==> src/rtl/haar_cascade_sequencer.sv <==
// Haar cascade stage sequencer: walks one window through all stages,
// sums saturated weak-classifier votes and exits early on a stage reject.
module haar_cascade_sequencer #(
  parameter int NUM_STAGES = 22,
  parameter int STAGE_W    = 5,
  parameter int ACC_W      = 24,
  parameter int FRAC_W     = 8
) (
  input  logic                     Clk,
  input  logic                     Reset,
  input  logic                     start,
  input  logic                     abort,
  output logic                     busy,
  output logic [STAGE_W-1:0]       stage_num,
  input  logic signed [ACC_W-1:0]  thresh_in,
  output logic                     stage_start,
  input  logic                     wc_valid,
  output logic                     wc_ready,
  input  logic signed [ACC_W-1:0]  wc_value,
  input  logic                     wc_last,
  output logic                     done,
  output logic                     face,
  output logic [STAGE_W-1:0]       fail_stage
);

  if (FRAC_W >= ACC_W) begin : g_bad_frac
    $error("FRAC_W must be smaller than ACC_W");
  end

  typedef enum logic [2:0] {
    S_IDLE,
    S_INIT,
    S_ACCUM,
    S_CMP,
    S_DONE
  } state_e;

  localparam logic signed [ACC_W-1:0] AccMax = {1'b0, {(ACC_W-1){1'b1}}};
  localparam logic signed [ACC_W-1:0] AccMin = {1'b1, {(ACC_W-1){1'b0}}};
  localparam logic [STAGE_W-1:0] LastStage = STAGE_W'(NUM_STAGES - 1);

  state_e                    state_q;
  logic [STAGE_W-1:0]        stage_q;
  logic signed [ACC_W-1:0]   acc_q;
  logic signed [ACC_W-1:0]   acc_d;
  logic signed [ACC_W:0]     sum_w;
  logic                      face_q;
  logic [STAGE_W-1:0]        fail_q;

  // One guard bit detects overflow; clamp instead of wrapping.
  always_comb begin
    sum_w = {acc_q[ACC_W-1], acc_q} + {wc_value[ACC_W-1], wc_value};
    acc_d = sum_w[ACC_W-1:0];
    if (sum_w[ACC_W] != sum_w[ACC_W-1]) begin
      acc_d = sum_w[ACC_W] ? AccMin : AccMax;
    end
  end

  always_ff @(posedge Clk or posedge Reset) begin
    if (Reset) begin
      state_q <= S_IDLE;
      stage_q <= '0;
      acc_q   <= '0;
      face_q  <= 1'b0;
      fail_q  <= '0;
    end else if (abort && state_q != S_IDLE) begin
      state_q <= S_IDLE;
    end else begin
      unique case (state_q)
        S_IDLE: begin
          if (start) begin
            face_q  <= 1'b0;
            fail_q  <= '0;
            stage_q <= '0;
            state_q <= S_INIT;
          end
        end
        S_INIT: begin
          acc_q   <= '0;
          state_q <= S_ACCUM;
        end
        S_ACCUM: begin
          if (wc_valid) begin
            acc_q <= acc_d;
            if (wc_last) begin
              state_q <= S_CMP;
            end
          end
        end
        S_CMP: begin
          if (acc_q < thresh_in) begin
            face_q  <= 1'b0;
            fail_q  <= stage_q;
            state_q <= S_DONE;
          end else if (stage_q == LastStage) begin
            face_q  <= 1'b1;
            fail_q  <= '0;
            state_q <= S_DONE;
          end else begin
            stage_q <= stage_q + 1'b1;
            state_q <= S_INIT;
          end
        end
        S_DONE: begin
          state_q <= S_IDLE;
        end
        default: begin
          state_q <= S_IDLE;
        end
      endcase
    end
  end

  assign busy        = (state_q != S_IDLE);
  assign stage_start = (state_q == S_INIT);
  assign wc_ready    = (state_q == S_ACCUM);
  assign done        = (state_q == S_DONE);
  assign stage_num   = stage_q;
  assign face        = face_q;
  assign fail_stage  = fail_q;

endmodule

==> config.mk <==
export PLATFORM = sky130hd
export DESIGN_NAME = haar_cascade_sequencer
export DESIGN_NICKNAME = d
export VERILOG_FILES = /design/src/rtl/haar_cascade_sequencer.sv
export SDC_FILE = /design/constraint.sdc
export NUM_CORES = 1
export LEC_CHECK = 0
export ABC_AREA = 1
export CORE_ASPECT_RATIO = 1.4
export CORE_MARGIN = 3
export CORE_UTILIZATION = 50
export DETAILED_ROUTE_END_ITERATION = 8
export PLACE_DENSITY = 0.75
export SLEW_MARGIN = 20
export SYNTH_ARGS = -nofsm -noshare
export SYNTH_HDL_FRONTEND = slang
export SYNTH_SLANG_ARGS = --single-unit
==> constraint.sdc <==
create_clock -name Clk -period 5.7 [get_ports Clk]
set_clock_uncertainty 0.1 [all_clocks]
set_input_delay 1.71 -clock Clk [delete_from_list [all_inputs] [get_ports Clk]]
set_output_delay 1.71 -clock Clk [all_outputs]
set_load 0.01 [all_outputs]
======== Word-level counts from Yosys, hierarchy flattened ========
Cells that the tools add are included.
word-level totals
  register bits ........................... 38
  output and inout bits ................... 15
  input port bits ......................... 54
cells by class
  equal/unequal tests ..................... 14
  magnitude comparators ................... 1
  add/subtract/negate cells ............... 2
  muxes and demuxes ....................... 22
  bitwise logic cells ..................... 1
  reduce and logical (&&, ||, !) cells .... 9
operators by type and width
  cell                                                                      number
  24-bit 2-to-1 mux                                                         3
  24-bit one-hot mux with 2 select lines                                    1
  24-bit by 24-bit adder with 25-bit output                                 1
  5-bit 2-to-1 mux                                                          5
  24-bit < comparator                                                       1
  5-bit one-hot mux with 2 select lines                                     2
  3-bit 2-to-1 mux                                                          6
  3-bit one-hot mux with 4 select lines                                     1
  2-bit inequality test (second input constant)                             4
  3-bit by 2-bit equality test with 1-bit output (second input constant)    2
  3-bit inequality test (second input constant)                             2
  3-bit AND reduction                                                       2
  5-bit by 1-bit adder with 5-bit output (second input constant)            1
  5-bit equality test (second input constant)                               1
  5-bit AND reduction                                                       1
  4-bit AND reduction                                                       1
  2-bit nonzero test                                                        2
  3-bit by 1-bit equality test with 1-bit output (second input constant)    1
  3-bit equality test (second input constant)                               1
  3-bit zero test                                                           1
  1-bit 2-to-1 mux                                                          3
  3-bit by 1-bit inequality test with 1-bit output (second input constant)  1
  3-bit by 2-bit inequality test with 1-bit output (second input constant)  1
  3-bit nonzero test                                                        1
  4 further kinds                                                           4

======== Logic depth before layout (Yosys ltp) ========
Gate-level depths: netlist (run 1).
  word-level depth ........................ 5
  mapped depth ............................ 18

======== Worst setup path after synthesis (run 1) ========
Ideal clock, no wire load.
  path kind ............................... input to register
  from .................................... input port wc_value[0]
  to ...................................... register acc_q[5]
  slack ................................... 2.048 ns
  stages on the path ...................... 18
  arrival ................................. 3.436 ns
  buffers on the path ..................... 1
  path through ............................ ha_1 -> inv_1 -> fa_1 -> inv_1 -> nand3_1 -> nand2_1 -> nand2_1 -> nand2_2 -> nand2_1 -> nand3_1 -> nand2_1 -> nand2_4 -> inv_2 -> nand2_4 -> buf_8 -> nand3_2 -> nand2_1 -> nand2_1
between the ends
  longest elaborated chain between the ends .. 5
  elaborated cells between the ends (all ways) .. 6
  classes of those cells .................. add/sub (1); eq/ne (1); mux (4)
ends and longest elaborated chain
  what                                                        RTL line  text
  start, declared                                             19        input logic signed [ACC_W-1:0] wc_value,
  24-bit by 24-bit adder with 25-bit output *                 52        sum_w = {acc_q[ACC_W-1], acc_q} + {wc_value[ACC_W-1], wc_value};
  24-bit 2-to-1 mux or 1-bit inequality test (tied branches)  55, 54
  24-bit 2-to-1 mux *                                         54        if (sum_w[ACC_W] != sum_w[ACC_W-1]) begin
  24-bit 2-to-1 mux *                                         83        if (wc_valid) begin
  24-bit one-hot mux with 2 select lines *                    69        unique case (state_q)
  end signal, assigned                                        63        acc_q <= '0;
  end signal, assigned                                        79        acc_q <= '0;
  end signal, assigned                                        84        acc_q <= acc_d;
  end, declared                                               44        logic signed [ACC_W-1:0] acc_q;
Mark *: on every way between the ends. The rest lies on a longest branch, timed or not. The select of a mux whose other input is x is not followed.
A chain may end at the register's enable or synchronous reset.

======== Worst setup path after layout (run 1) ========
  from .................................... input port wc_value[0]
  to ...................................... register acc_q[4]
The elaborated chain is that of the path after synthesis.

==> results.cfg, run 1 <==
[status]
status = complete, no violations

[clock_network]
cts_resized = 0
cts.clk_slew.worst_paths_ps = 60
post-cts-setup-buffers = 0
cts_num_sinks = 38
htreeDepth = 2
cts-root-buf = clkbuf_16
ctsHoldBuffers = 0
cts_tree = yes
cts_buffers = 5
clock_path_buffers = 2
clk_latency_ps = 290

[sta]
timing.hold.ws_ps = 376
hold_viol = 0
setup_viol = 0
rsz0062_at_grt = no
finalCritPeriodShare_pct = 77.1
finalWorstSetupSlack_ps = 1300
maxSlewHeadroom_pct = 40.8
worstMarginPinSlew_ps = 886
fin_setup_tns_ps = 0
fin_crit_ps = 4400
max_freq_mhz = 228
slew_violations = 0

[yosys]
netlist_area_sq_um = 4260
synth_area_per_cell_sq_um = 6.46
synth-seq-cells = 38
syn_nets = 763
synth_flop_cell = dfrtp_1
synth_most_common_cell = nand2_1
synth_top_cell_area_share_pct = 22.3
synth-edff-count = 0
synthTopCellsByCount = nand2_1 (246), inv_1 (101), ha_1 (49), nor2_1 (42), dfrtp_1 (38)
async_reset_ff_share_pct = 100
synth_cells = 659
synth_warnings = 0
synth_area_leaders = dfrtp_1 (22%), nand2_1 (22%), ha_1 (14%)
ys_seq_area_share_pct = 22.3
synth.distinct_cells = 30
synth_top_cell_by_area = dfrtp_1

[placement]
place_hpwl_microns = 9720
place_inst = 822
io_buffers = 68
pre_cts_slack_ps = 1030
place.gp.congestion = 1.03
post_dp_cell_area_sq_um = 4990

[finish]
final_util_pct = 62.4
synthToLayoutAreaGrowth_pct = 20.9
nNetsFinal = 831
fill_cells = 813
fin_cells = 830
diodes = 0
layout-drive-gt1-share_pct = 6.59
design_area_sq_um = 5150

[route]
dr_total_vias = 4265
ant_nets = 0
avgRoutedWirePerCell_microns = 14.1
drt_iter0_markers = 253
drc = 0
viasPerCell = 5.14
routed_wl_microns = 11700
dr.pass1.iters = 4

[grt]
grt_pass1_wl_microns = 19600
gr-total-overflow = 0
grt_max_degree = 39
antenna_found_initial = 0
grt_usage_pct = 25.3
first_global_vias = 4364

[worst_setup_path]
crit_required_ps = 5780
r2r_start = acc_q[0]$_DFFE_PP0P_
crit_start = wc_value[0]
end_kind = register
setup.worst_path.class = input pin to register
cp-start-kind = input pin
critPathArrivalTime_ps = 4470
cp_max_fo = 22

[floorplanning]
fp-row-count = 39
die_x_microns = 84.0
start_util_pct = 51.7
io_pins = 69
dieArea_sq_um = 9680
fp.dieH_microns = 115
core_area_sq_um = 8250

[flow_run]
maxCapViolCount = 0

[pwr]
p_leak_nw = 2.82
finalPower_mw = 2.19
p_per_area_nw_per_um2 = 424
ir_drop_uv = 255

[worst_hold_path]
hp-start = fail_stage[1]$_DFFE_PP0P_
hold_path_class = register to register
-- layout make-up --
type / instances / area [sq um] / area share (%)
flip-flops and latches: 38 / 951 / 18.5
inverters: 103 / 387 / 7.51
well taps: 102 / 128 / 2.48
clock inverters: 2 / 16.3 / 0.316
multi-input cells: 510 / 2840 / 55.2
repair buffers: 69 / 688 / 13.4
clock buffers: 6 / 139 / 2.70
-- kinds of logic after synthesis --
group           after synthesis  share of synthesized area [%]
simple gates                385                           40.7
buf+inv                     111                           11.0
compound gates               58                           7.64
fa+ha+maj                    50                           14.9
flops                        38                           22.3
xor+xnor                     17                           3.49
-- metal layers --
layer / up-vias / GRT usage (%) / wire (microns) / part of all wire (%)
met1: 1898 / 27.6 / 4820 / 41
met3: 37 / 4.09 / 454 / 3.9
li1: 2232 / - / - / -
met2: 98 / 47.7 / 6000 / 51
met5: - / 0 / 0 / 0
met4: 0 / 11.4 / 453 / 3.9
-- sequential cells by signal, summed over array words and instances (netlist names) --
signal	count
stage_num	5
face	1
acc_q	24
fail_stage	5
state_q	3
-- cell usage in the layout, fill, tap and decap left out, types with 14 or more instances in the layout --
cell type / instances
a21oi_1: 32
o21ai_0: 14
ha_1: 49
clkdlybuf4s50_1: 68
inv_1: 101
nand3_2: 21
dfrtp_1: 38
nand4_1: 17
nand3_1: 33
nor2_1: 42
nand2_1: 246
-- critical path: stages --
cell and delay (ps):
clkdlybuf4s50_1 460, ha_1 190, inv_1 80, fa_1 410, inv_1 100, nand3_1 70, nand2_1 150, nand2_1 90
nand2_2 100, nand2_1 70, nand4_1 130, nand2_4 90, nand2_2 500, nand3_2 150, nand2_1 90, nand2_1 50
-- path summary, 6_finish.rpt --
kind / endpoint / slack [ps] / depth (start not counted)
max: acc_q[4]$_DFFE_PP0P_ / 1300 / 16
min in group asynchronous: acc_q[3]$_DFFE_PP0P_ / 1740 / 3
min: fail_stage[1]$_DFFE_PP0P_ / 380 / 2
max in group asynchronous: acc_q[16]$_DFFE_PP0P_ / 3390 / 3
min reg2reg: fail_stage[1]$_DFFE_PP0P_ / 380 / 2
max reg2reg: acc_q[4]$_DFFE_PP0P_ / 2800 / 15
-- where the power goes --
| group | internal [mW] | switching (mW) | total (mW) |
|---|---|---|---|
| clock network | 0.176 | 0.121 | 0.297 |
| registers | 0.346 | 0.0806 | 0.426 |
| logic | 0.532 | 0.930 | 1.46 |
No activity file was read; power rests on OpenSTA's default activity.
==> run 2: changes to the inputs <==
==> constraint.sdc (replaced) <==
create_clock -name Clk -period 4.18 [get_ports Clk]
set_clock_uncertainty 0.1 [all_clocks]
set_input_delay 1.254 -clock Clk [delete_from_list [all_inputs] [get_ports Clk]]
set_output_delay 1.254 -clock Clk [all_outputs]
set_load 0.01 [all_outputs]
==> results.cfg, run 2 (same netlist as run 1, synthesis figures left out) <==
[pwr]
pwr-share-clk_pct = 16.6
power.share.switching_pct = 49.3
p_leak_nw = 2.88
finalPower_mw = 3.16
p_per_area_nw_per_um2 = 602
p_seq_share_pct = 18.4
pwr-share-comb_pct = 65.0
p_int_mw = 1.60
power.switching_mw = 1.56
ir_drop_uv = 361

[worst_hold_path]
hold_path_class = register to register

[finish]
largest_reg_flops = 24
largest-register = acc_q
final_cell_mix = nand2_1 (246), inv_1 (101), clkdlybuf4s50_1 (68), ha_1 (49), nor2_1 (42)
diodes = 0
layout-drive-gt1-share_pct = 7.23
fill_cells = 783
synthToLayoutAreaGrowth_pct = 23.1
final_common_cell = nand2_1
seqCellArea_sq_um = 951
fin_cells = 835
final_util_pct = 63.6
nNetsFinal = 836
multi_input_area_sq_um = 2840

[clock_network]
clk_latency_ps = 290
cts_buffers = 5
post-cts-setup-buffers = 0
cts_num_sinks = 38
htreeDepth = 2
clock_path_buffers = 2
cts.clk_slew.worst_paths_ps = 60
cts_resized = 0
cts_tree = yes
ctsHoldBuffers = 0
cts-root-buf = clkbuf_16

[floorplanning]
start_util_pct = 51.7
dieArea_sq_um = 9680
fp.dieH_microns = 115
die_x_microns = 84.0
core_area_sq_um = 8250
io_pins = 69
fp-row-count = 39

[grt]
first_global_vias = 4275
grt_max_degree = 39
antenna_found_initial = 0
grt_pass1_wl_microns = 19800
gr-total-overflow = 0
grt_usage_pct = 25.5

[sta]
max_freq_mhz = 272
setup_viol = 0
finalWorstSetupSlack_ps = 502
fin_crit_ps = 3680
worstMarginPinSlew_ps = 578
hold_viol = 0
finalCritPeriodShare_pct = 88.0
fin_setup_tns_ps = 0
maxSlewHeadroom_pct = 61.1
slew_violations = 0
rsz0062_at_grt = no

[route]
ant_nets = 0
dr_total_vias = 4331
drc = 0
dr.pass1.iters = 5
avgRoutedWirePerCell_microns = 14.4
viasPerCell = 5.19
routed_wl_microns = 12000
drt_iter0_markers = 170

[worst_setup_path]
cp-start-kind = input pin
crit_required_ps = 4260
critPathArrivalTime_ps = 3760
setup.worst_path.class = input pin to register
cp_max_fo = 23
ff2ff_setup_slack_ps = 1540
end_kind = register

[placement]
place.gp.congestion = 1.07
place_hpwl_microns = 9870
place_inst = 827
pre_cts_slack_ps = 234
io_buffers = 68

[flow_run]
maxCapViolCount = 0

[status]
status = complete, no violations
==> run 2: changes by cell type in the layout (fill, tap and decap cells not counted) <==
cell and delta:
inv_6 -1, bufinv_16 +2, clkinvlp_4 -1, buf_4 +4, buf_12 +1
==> run 2: area by class of cell <==
class / count / area share, %
Clock buffer: 6 / 2.65
Clock inverter: 2 / 1.15
Inverter: 103 / 7.37
Multi-Input combinational cell: 510 / 54.2
Sequential cell: 38 / 18.1
Tap cell: 102 / 2.43
Timing Repair Buffer: 74 / 14.1
==> run 2: power groups by stage <==
stage                     Clock, mW  Combinational (mW)  Sequential [mW]
after floorplan                   0                1.60            0.549
after global placement            0                2.00            0.583
after detailed placement          0                2.04            0.589
after CTS                     0.529                2.06            0.582
after global routing          0.541                2.32            0.597
final                         0.524                2.05            0.580
==> run 2: final timing paths <==
path	to	cells past startpoint	start
worst max-delay path	acc_q[9]$_DFFE_PP0P_	18	wc_value[0]
min in group asynchronous	acc_q[3]$_DFFE_PP0P_	3	Reset
worst min-delay path	fail_stage[1]$_DFFE_PP0P_	2	fail_stage[1]$_DFFE_PP0P_
worst max register to register	acc_q[9]$_DFFE_PP0P_	17	acc_q[0]$_DFFE_PP0P_
max in group asynchronous	acc_q[15]$_DFFE_PP0P_	3	Reset
worst min register to register	fail_stage[1]$_DFFE_PP0P_	2	fail_stage[1]$_DFFE_PP0P_
==> run 2: through the flow <==
| step | instance area (sq um) | hold slack (ps) |
|---|---|---|
| 3_3_place_gp | 5040 | 367 |
| 5_1_grt | 5240 | 412 |
| 3_5_place_dp | 5040 | 369 |
| 6_report | 5240 | 385 |
| 2_1_floorplan | 4260 | 374 |
| 4_1_cts | 5240 | 386 |
==> run 2: metal layers <==
layer	share of wire (%)	global-route usage, %	vias up	routed length, microns
met5	0	0	-	0
met4	4.7	12.7	0	558
met3	4.2	3.58	33	506
met2	51	47.2	101	6130
met1	40	28.4	1961	4790
li1	-	-	2236	-
==> run 2: critical path, cell delays in order <==
cell,delay [ps]
clkdlybuf4s50_1,460
ha_1,190
inv_1,90
fa_1,420
inv_1,90
nand3_1,70
nand2_1,100
nand2_1,70
nand2_2,90
nand2_1,70
nand3_1,80
nand2_1,80
nand2_4,90
inv_2,60
nand2_4,280
nand3_1,120
nand2_1,80
nand2_1,40
==> run 3: changes to the inputs <==
--- a/config.mk
+++ b/config.mk
@@ -10,6 +10,7 @@
 export CORE_MARGIN = 3
 export CORE_UTILIZATION = 50
 export DETAILED_ROUTE_END_ITERATION = 8
+export HOLD_SLACK_MARGIN = 0.12
 export PLACE_DENSITY = 0.75
 export SLEW_MARGIN = 20
 export SYNTH_ARGS = -nofsm -noshare
==> results of run 3 <==
The final DEF is identical to that of run 2; final timing and power are the same.
